<file path="config.mk">
export PLATFORM = sky130hd
export DESIGN_NAME = uart_rx_flat
export DESIGN_NICKNAME = d
export VERILOG_FILES = /design/src/rtl/uart_pkg.sv /design/src/rtl/uart_rx_if.sv /design/src/rtl/uart_sync2.sv /design/src/rtl/uart_rx.sv /design/src/flat_wrapper.sv
export SDC_FILE = /design/constraint.sdc
export NUM_CORES = 1
export LEC_CHECK = 0
export CAP_MARGIN = 40
export CORE_MARGIN = 5
export CORE_UTILIZATION = 40
export DETAILED_ROUTE_END_ITERATION = 7
export DONT_BUFFER_PORTS = 1
export GPL_TIMING_DRIVEN = 0
export SETUP_SLACK_MARGIN = 0.5
export SYNTH_ARGS = -nofsm -noshare
export SYNTH_HDL_FRONTEND = slang
export SYNTH_SLANG_ARGS = --single-unit
</file>
<file path="constraint.sdc">
create_clock -name clk -period 4.18 [get_ports clk]
set_input_delay 0.418 -clock clk [delete_from_list [all_inputs] [get_ports clk]]
set_output_delay 0.418 -clock clk [all_outputs]
set_load 0.02 [all_outputs]
</file>
<file path="src/rtl/uart_pkg.sv">
// Shared UART definitions: receiver state encoding, datapath widths and default bit timing.
package uart_pkg;
    localparam int UART_DATA_W       = 8;
    localparam int UART_CNT_W        = 12;
    localparam int UART_CLKS_PER_BIT = 87;  // 10 MHz / 115200 baud

    typedef enum logic [2:0] {
        IDLE,
        START,
        DATA,
        PARITY,
        STOP,
        BREAK
    } uart_rx_state_t;
endpackage

</file>
<file path="src/rtl/uart_rx_if.sv">
// Valid/ready byte channel between the UART receiver and its consumer.
interface uart_rx_if;
    import uart_pkg::*;

    logic [UART_DATA_W-1:0] data;
    logic                   valid;
    logic                   ready;

    modport master (output data, output valid, input ready);
    modport slave  (input data, input valid, output ready);
endinterface

</file>
<file path="src/rtl/uart_sync2.sv">
// Two-flop synchronizer for asynchronous pins; resets to 1 (idle line) and holds when ce is low.
module uart_sync2 (
    input  logic clk,
    input  logic rst_n,
    input  logic ce,
    input  logic d_i,
    output logic q_o
);
    logic [1:0] sync_q;

    always_ff @(posedge clk or negedge rst_n) begin
        if (!rst_n) begin
            sync_q <= 2'b11;
        end else if (ce) begin
            sync_q <= {sync_q[0], d_i};
        end
    end

    assign q_o = sync_q[1];
endmodule

</file>
<file path="src/rtl/uart_rx.sv">
// UART byte receiver, 8N1 by default; define UART_RX_PARITY_EN to expect an even parity bit.
// Good bytes go out through a one-entry valid/ready holding register.
module uart_rx
    import uart_pkg::*;
#(
    parameter int CLKS_PER_BIT = UART_CLKS_PER_BIT
) (
    input  logic      clk,
    input  logic      rst_n,
    input  logic      ce,
    input  logic      rx,
    uart_rx_if.master bus,
    output logic      frame_err,
    output logic      parity_err,
    output logic      overrun,
    output logic      busy
);
    localparam logic [UART_CNT_W-1:0] CNT_HALF = UART_CNT_W'(CLKS_PER_BIT / 2 - 1);
    localparam logic [UART_CNT_W-1:0] CNT_FULL = UART_CNT_W'(CLKS_PER_BIT - 1);

    uart_rx_state_t         state_q, state_d;
    logic [UART_CNT_W-1:0]  cnt_q, cnt_d;
    logic [2:0]             bitidx_q, bitidx_d;
    logic [UART_DATA_W-1:0] shreg_q, shreg_d;
    logic [UART_DATA_W-1:0] data_q, data_d;
    logic                   valid_q, valid_d;
    logic                   ferr_q, ferr_d;
    logic                   ovr_q, ovr_d;
    logic                   rx_s;
    logic                   tick;
`ifdef UART_RX_PARITY_EN
    logic                   par_bad_q, par_bad_d;
    logic                   perr_q, perr_d;
`endif

    uart_sync2 u_sync (
        .clk   (clk),
        .rst_n (rst_n),
        .ce    (ce),
        .d_i   (rx),
        .q_o   (rx_s)
    );

    assign tick = (cnt_q == '0);

    always_comb begin
        state_d  = state_q;
        cnt_d    = tick ? cnt_q : cnt_q - 1'b1;
        bitidx_d = bitidx_q;
        shreg_d  = shreg_q;
        data_d   = data_q;
        valid_d  = valid_q && !bus.ready;
        ferr_d   = 1'b0;
        ovr_d    = 1'b0;
`ifdef UART_RX_PARITY_EN
        par_bad_d = par_bad_q;
        perr_d    = 1'b0;
`endif
        unique case (state_q)
            IDLE: begin
                if (!rx_s) begin
                    state_d = START;
                    cnt_d   = CNT_HALF;
                end
            end
            START: begin
                // Line back high at mid start bit: a glitch, drop it silently.
                if (tick) begin
                    if (rx_s) begin
                        state_d = IDLE;
                    end else begin
                        state_d  = DATA;
                        cnt_d    = CNT_FULL;
                        bitidx_d = 3'd0;
                    end
                end
            end
            DATA: begin
                if (tick) begin
                    shreg_d  = {rx_s, shreg_q[UART_DATA_W-1:1]};
                    cnt_d    = CNT_FULL;
                    bitidx_d = bitidx_q + 3'd1;
                    if (bitidx_q == 3'd7) begin
`ifdef UART_RX_PARITY_EN
                        state_d = PARITY;
`else
                        state_d = STOP;
`endif
                    end
                end
            end
`ifdef UART_RX_PARITY_EN
            PARITY: begin
                if (tick) begin
                    par_bad_d = rx_s ^ (^shreg_q);
                    cnt_d     = CNT_FULL;
                    state_d   = STOP;
                end
            end
`endif
            STOP: begin
                // Leaving mid stop bit lets a back-to-back start edge be caught.
                if (tick) begin
                    if (rx_s) begin
                        state_d = IDLE;
`ifdef UART_RX_PARITY_EN
                        if (par_bad_q) perr_d = 1'b1; else
`endif
                        if (!valid_q || bus.ready) begin
                            data_d  = shreg_q;
                            valid_d = 1'b1;
                        end else begin
                            ovr_d = 1'b1;
                        end
                    end else begin
                        ferr_d  = 1'b1;
                        state_d = BREAK;
                    end
                end
            end
            BREAK: begin
                if (rx_s) state_d = IDLE;
            end
            default: state_d = IDLE;
        endcase
    end

    always_ff @(posedge clk or negedge rst_n) begin
        if (!rst_n) begin
            state_q  <= IDLE;
            cnt_q    <= '0;
            bitidx_q <= '0;
            shreg_q  <= '0;
            data_q   <= '0;
            valid_q  <= 1'b0;
            ferr_q   <= 1'b0;
            ovr_q    <= 1'b0;
        end else if (ce) begin
            state_q  <= state_d;
            cnt_q    <= cnt_d;
            bitidx_q <= bitidx_d;
            shreg_q  <= shreg_d;
            data_q   <= data_d;
            valid_q  <= valid_d;
            ferr_q   <= ferr_d;
            ovr_q    <= ovr_d;
        end
    end

`ifdef UART_RX_PARITY_EN
    always_ff @(posedge clk or negedge rst_n) begin
        if (!rst_n) begin
            par_bad_q <= 1'b0;
            perr_q    <= 1'b0;
        end else if (ce) begin
            par_bad_q <= par_bad_d;
            perr_q    <= perr_d;
        end
    end

    assign parity_err = perr_q;
`else
    assign parity_err = 1'b0;
`endif

    assign bus.data  = data_q;
    assign bus.valid = valid_q;
    assign frame_err = ferr_q;
    assign overrun   = ovr_q;
    assign busy      = (state_q != IDLE);
endmodule
</file>
<file path="src/flat_wrapper.sv">
// flat-port wrapper written by rule: the top's interface ports become plain ports
module uart_rx_flat import uart_pkg::*;
#(
    parameter int CLKS_PER_BIT = UART_CLKS_PER_BIT
)
  (clk, rst_n, ce, rx, frame_err, parity_err, overrun, busy, bus_data, bus_valid, bus_ready);
  uart_rx_if bus_i ();
  input  logic clk;
  input  logic rst_n;
  input  logic ce;
  input  logic rx;
  output logic frame_err;
  output logic parity_err;
  output logic overrun;
  output logic busy;
  output wire logic [$bits(bus_i.data)-1:0] bus_data;
  output wire logic [$bits(bus_i.valid)-1:0] bus_valid;
  input wire logic [$bits(bus_i.ready)-1:0] bus_ready;
  assign bus_data = bus_i.data;
  assign bus_valid = bus_i.valid;
  assign bus_i.ready = bus_ready;
  uart_rx #(.CLKS_PER_BIT(CLKS_PER_BIT)) u_core (.clk(clk), .rst_n(rst_n), .ce(ce), .rx(rx), .bus(bus_i), .frame_err(frame_err), .parity_err(parity_err), .overrun(overrun), .busy(busy));
endmodule
</file>
==> results.cfg, run 1 <==
[routing]
firstDrtPassIters = 4
drt_iter0_markers = 175
vias_per_cell = 5.65
ant_nets = 0
route.vias.total = 1564
drc = 0
routed_wl_um = 4320
wire_per_inst_um = 15.6

[worst_setup_path]
start_kind = flop
arrival_ns = 3.01
crit_fanout = 10
worstSetupEndpointType = flop
crit_required_ns = 4.36
path_class = reg -> reg

[synthesis]
synth.top_cell.area_share_pct = 44.3
netlist_instances = 197
synth_top_cell_by_area = dfrtp_1
avgSynthCellArea_um2 = 10.6
synth-seq-cells = 39
synth_ff_type = dfrtp_1
yosysWarnings = 0
async_reset_ff_share_pct = 100
synth_area_um2 = 2090
ys_top_cells_by_area = dfrtp_1, mux2_2, o21ai_0
synth_most_common_cell = dfrtp_1
syn-num-nets = 207
ys_types = 52
seq_area_frac_synth_pct = 46.8
synth_edf_count = 0
synth_commonest_cells = dfrtp_1, mux2_2, o21ai_0

[timing]
setup-tns-final_ns = 0
finalHoldViolations = 0
post-route-min-period_ns = 2.83
timing.slew.headroom_pct = 37.8
setup_viol = 0
drv_slew = 0
worst_pin_slew_ns = 0.924
skew_ns = 0.0101
rsz0062_at_grt = false
period_share_pct = 67.7
max_clock_freq_ghz = 0.353

[global_route]
antenna_found_initial = 0
gr-usage-all-layers_pct = 14.6
first_global_vias = 1509
grt_pass1_wl_um = 7590
grt_max_degree = 40
grt-ovfl-total = 0

[die]
die_height_um = 82.3
boundaryPins = 18
die_x_um = 82.3
rows = 26
core-area_um2 = 5070
die_area_um2 = 6770
start_util_pct = 41.2

[clocking]
clock_sinks = 39
clkTransAtPathRegs_ns = 0.08
cts_setup_buffers = 0
clk_latency_ns = 0.30
cts_hold_buf = 2
root_buffer = clkbuf_8
htreeDepth = 2
cts_buffer_depth = 2
cts_buffers = 5
cts_resized = 0
cts_tree = done

[final_layout]
drive_gt1_share_pct = 20.8
antenna_cells = 0
n_fill_cell = 513
syn_to_final_growth_pct = 10.1
layout.nets = 216

[power]
power_density_nw_per_um2 = 436
ir_worst_vdd_v = 0.000230
leakage_nw = 0.974
finalPower_mw = 1.00

[worst_hold_path]
hp-class = in -> reg

[placed_design]
routabilityCongestion = 0.855
dp_hpwl_um = 3010
io_buffers = 0

[run]
maxCapViolCount = 0

[status]
status = finished, final reports clean
metrics by stage:
step	hold WS (ns)	setup slack (ns)	cell area [µm²]	cells	util (%)
2_1_floorplan	0.122	1.70	2090	197	-
3_3_place_gp	0.124	1.38	2180	267	42.9
3_5_place_dp	0.124	1.38	2180	267	42.9
4_1_cts	0.270	1.36	2300	277	45.3
5_1_grt	0.281	1.11	2300	277	45.3
6_report	0.278	1.35	2300	277	45.3
logic make-up (layout without fill, tap and decap cells):
| logic type | after synthesis | after routing | share of synthesized area, % |
|---|---|---|---|
| and+or+nand+nor | 61 | 61 | 18.4 |
| DFF | 39 | 39 | 46.8 |
| other | 1 | 1 | 0.179 |
| AOI/OAI and AO/OA | 50 | 50 | 15.6 |
| muxes | 21 | 21 | 11.4 |
| adders and majority gates | 5 | 5 | 2.99 |
| buffers and inverters | 19 | 29 | 4.19 |
| xor gates and xnor gates | 1 | 1 | 0.419 |
registers in the layout (all words and copies together) (netlist names):
signal and cells:
u_core.overrun 1, u_core.bitidx_q 3, u_core.bus.data 8, u_core.state_q 3
u_core.shreg_q 8, u_core.bus.valid 1, u_core.cnt_q 12, u_core.u_sync.sync_q 2
u_core.frame_err 1
cell usage in the layout (no fill, tap or decap), types with 3 or more instances in the layout:
cell type | synthesis | final
a31oi_1 | 4 | 4
nand2_1 | 10 | 10
nand3_1 | 4 | 4
a21oi_1 | 10 | 10
clkbuf_1 | 5 | 5
inv_1 | 8 | 8
ha_1 | 5 | 5
a22o_1 | 4 | 4
nand4_1 | 3 | 3
nor2_1 | 13 | 13
o41ai_1 | 3 | 3
mux2_2 | 18 | 18
o31ai_1 | 4 | 4
clkbuf_8 | 0 | 5
o21ai_0 | 15 | 15
and3_1 | 3 | 3
dfrtp_1 | 37 | 37
or4_1 | 4 | 4
nand2b_1 | 5 | 5
cell type report:
class	count	area [µm²]	share of cell area [%]
buffer	10	51.3	2.23
clock buffer	5	68.8	2.99
clock inverter	3	25.0	1.09
inverter	9	36.3	1.58
multi-input combinational	139	1020	44.5
sequential	39	978	42.5
tap	70	87.6	3.81
timing repair buffer	2	30.0	1.31
per-layer routing:
| layer | GRT usage [%] | part of all wire (%) | up-vias |
|---|---|---|---|
| li1 | - | - | 752 |
| met1 | 20.6 | 48 | 764 |
| met2 | 22.4 | 47 | 43 |
| met3 | 3.25 | 4.4 | 5 |
| met4 | 4.49 | 1.2 | 0 |
| met5 | 0 | 0 | - |
worst paths after layout:
kind | from | endpoint | slack [ns] | cells after the start
max | u_core.cnt_q[0] | u_core.cnt_q[0] | 1.35 | 12
min | rx | u_core.u_sync.sync_q[0] | 0.28 | 1
max reg2reg | u_core.cnt_q[0] | u_core.cnt_q[0] | 1.35 | 12
min reg2reg | u_core.bitidx_q[1] | u_core.bitidx_q[1] | 0.51 | 1
max in group asynchronous | rst_n | u_core.u_sync.sync_q[1] | 3.32 | 2
min in group asynchronous | rst_n | u_core.cnt_q[11] | 0.59 | 2
power by group:
| group | internal, mW | leakage, nW | switching, mW |
|---|---|---|---|
| sequential | 0.437 | 0.514 | 0.0804 |
| clock | 0.119 | 0.0443 | 0.144 |
| combinational | 0.0942 | 0.415 | 0.129 |
| total | 0.650 | 0.974 | 0.353 |
critical path, stage by stage, from the launching register on:
cell	delay, ns
dfrtp_1	0.42
inv_1	0.14
ha_1	0.18
nor4b_4	0.44
and3_1	0.25
buf_6	0.15
inv_4	0.04
buf_2	0.18
ha_1	0.32
nor2b_1	0.05
a21oi_1	0.11
o22ai_1	0.09
a221o_1	0.34
Note: power is estimated with default switching activity, not from simulation.
==> inputs of run 2 (changes only) <==
ABC_AREA = 1   (was not set)
clock period = 2.3 ns   (was 4.18 ns; I/O delays follow)
==> run 2 against run 1 <==
Compared with the run above: die area rose by 7.1%; count of clock-buffer cells in the layout increased by 1; cell area up 13%; utilization rose by 1.9 points; sequential power up 70%; hold slack got worse by 0.25 ns; via count grew 16%; combinational power grew to 3.9 times the previous value; cell count is 34% higher; clock power increased to 2.6 times the previous value.
==> results.cfg, run 2 <==
[routing]
routed_wl_um = 4850
drc = 0
firstDrtPassIters = 4
vias_per_cell = 4.89
drt_iter0_markers = 88
ant_nets = 0
wire_per_inst_um = 13.0
route.vias.total = 1820

[final_layout]
finalNonFillerCells = 372
post-route-util_pct = 47.3
mostFrequentLayoutCell = nand2_1
top_register = u_core.cnt_q
layout.nets = 309
fin_area_um2 = 2600
antenna_cells = 0
largest_register_ffs = 12
layout_common_cells = nand2_1, inv_1, dfrtp_1
syn_to_final_growth_pct = 15.2
drive_gt1_share_pct = 20.3

[clocking]
root_buffer = clkbuf_8
cts_tree = done
clk_latency_ns = 0.29
cts_buffers = 5
clock_sinks = 39
htreeDepth = 2
cts_buffer_depth = 2
clkTransAtPathRegs_ns = 0.08

[worst_hold_path]
hold_path_depth = 2
hp-class = in -> reg

[synthesis]
synth.top_cell.area_share_pct = 41.0
ys_top_cells_by_area = dfrtp_1, nand2_1, inv_1
synth_edf_count = 0
synth_most_common_cell = nand2_1
synth_area_um2 = 2260
synth-seq-cells = 39
syn-num-nets = 294
synth_top_cell_by_area = dfrtp_1
synth_commonest_cells = nand2_1, inv_1, dfrtp_1
netlist_instances = 284
synth_ff_type = dfrtp_1
yosysWarnings = 0
ys_types = 31
async_reset_ff_share_pct = 100
seq_area_frac_synth_pct = 43.3
avgSynthCellArea_um2 = 7.96

[global_route]
grt_pass1_wl_um = 8940
use_met3_pct = 4.47
antenna_found_initial = 0
use_met1_pct = 20.2
first_global_vias = 1925
grt_use_met2_pct = 24.1
gr-max-usage-layer = met2
grt-ovfl-total = 0
grt_max_degree = 40
gr-usage-all-layers_pct = 15.2

[timing]
worst_pin_slew_ns = 0.586
post-route-min-period_ns = 1.74
max_clock_freq_ghz = 0.576
timing.slew.headroom_pct = 60.9
setup_viol = 0
finalHoldViolations = 0
setup-tns-final_ns = 0
rsz0062_at_grt = true
skew_ns = 0.00978
setup_ws_ns = 0.564
drv_slew = 0
period_share_pct = 75.5

[power]
leakage_nw = 1.26
ir_worst_vdd_v = 0.000474
power_density_nw_per_um2 = 930

[die]
start_util_pct = 41.0
boundaryPins = 18
die_area_um2 = 7250
die_x_um = 85.2
core-area_um2 = 5510
die_height_um = 85.2
rows = 27

[run]
maxCapViolCount = 0

[worst_setup_path]
reg2reg_depth = 11
crit_required_ns = 2.52
arrival_ns = 1.96
path_class = reg -> reg
worstSetupEndpointType = flop
crit_fanout = 2
start_kind = flop

[placed_design]
dp_hpwl_um = 3430
place_area_um2 = 2350
routabilityCongestion = 0.849
dpl_worst_slack_ns = 0.275
io_buffers = 0
placed_cells = 356

[status]
status = finished, final reports clean
==> run 2: cell types whose count changed after synthesis, sizes merged, moves of 11 or more <==
cell   delta
nand2    +77
o21ai    +12
inv      +31
mux2     -19
nor2     +11
nand3    +22
==> run 2: area by class of cell <==
class | count | area, µm²
repair buffers | 8 | 75.1
multi-input cells | 198 | 1120
plain buffers | 6 | 42.5
fillers | 533 | 2900
clock buffers | 6 | 72.6
well taps | 72 | 90.1
inverters | 41 | 159
flip-flops and latches | 39 | 978
clock inverters | 2 | 60.1
==> run 2: worst paths after layout <==
path | slack, ns | end | start
max in group asynchronous | 1.65 | u_core.u_sync.sync_q[0] | rst_n
min in group asynchronous | 0.38 | u_core.cnt_q[5] | rst_n
min reg2reg | 0.47 | u_core.u_sync.sync_q[0] | u_core.u_sync.sync_q[0]
max | 0.56 | u_core.cnt_q[0] | u_core.cnt_q[0]
min | 0.03 | u_core.u_sync.sync_q[0] | rx
max reg2reg | 0.56 | u_core.cnt_q[0] | u_core.cnt_q[0]
==> run 2: report_power, final <==
part / switching, mW / total (mW) / internal (mW)
Combinational: 0.560 / 0.863 / 0.303
Clock: 0.246 / 0.679 / 0.434
Sequential: 0.106 / 0.879 / 0.774
Total: 0.911 / 2.42 / 1.51
==> run 2: routing by layer <==
layer  up-vias  part of all wire (%)
met5         -                     0
met2        30                    46
met4         0                   1.3
met1       851                    47
li1        933                     -
met3         6                   5.3
==> run 2: stage by stage <==
step,power (mW),hold WS (ns)
after floorplan,1.47,-0.0656
after global placement,1.62,-0.0640
after detailed placement,1.63,-0.0640
after CTS,2.42,0.0198
after global routing,2.62,0.0370
final,2.42,0.0295
==> run 2: cell families after synthesis <==
family | count (synthesis) | synth area share, %
xor+xnor | 3 | 1.16
flops | 39 | 43.3
compound gates | 43 | 13.0
fa+ha+maj | 5 | 2.77
simple gates | 146 | 30.7
other cells | 1 | 0.166
buf+inv | 47 | 8.91
==> run 2: worst max-delay path: stages (launching register included) <==
cell and delay (ns):
dfrtp_1 0.39, inv_2 0.10, ha_4 0.13, inv_1 0.04, nor2_2 0.09, nand4_1 0.16, nor2_4 0.14, inv_2 0.05
ha_4 0.21, o211ai_1 0.15, nand2_1 0.07, a21oi_1 0.13
==> run 2: repair_timing <==
action | CTS | global route
pin swaps | 3 | 10
buffers inserted | 4 | 2
endpoints found under the hold margin | 39 | 0
hold buffers | 2 | 0
endpoints found under the setup margin | 5 | 13
resized for setup | 6 | 4
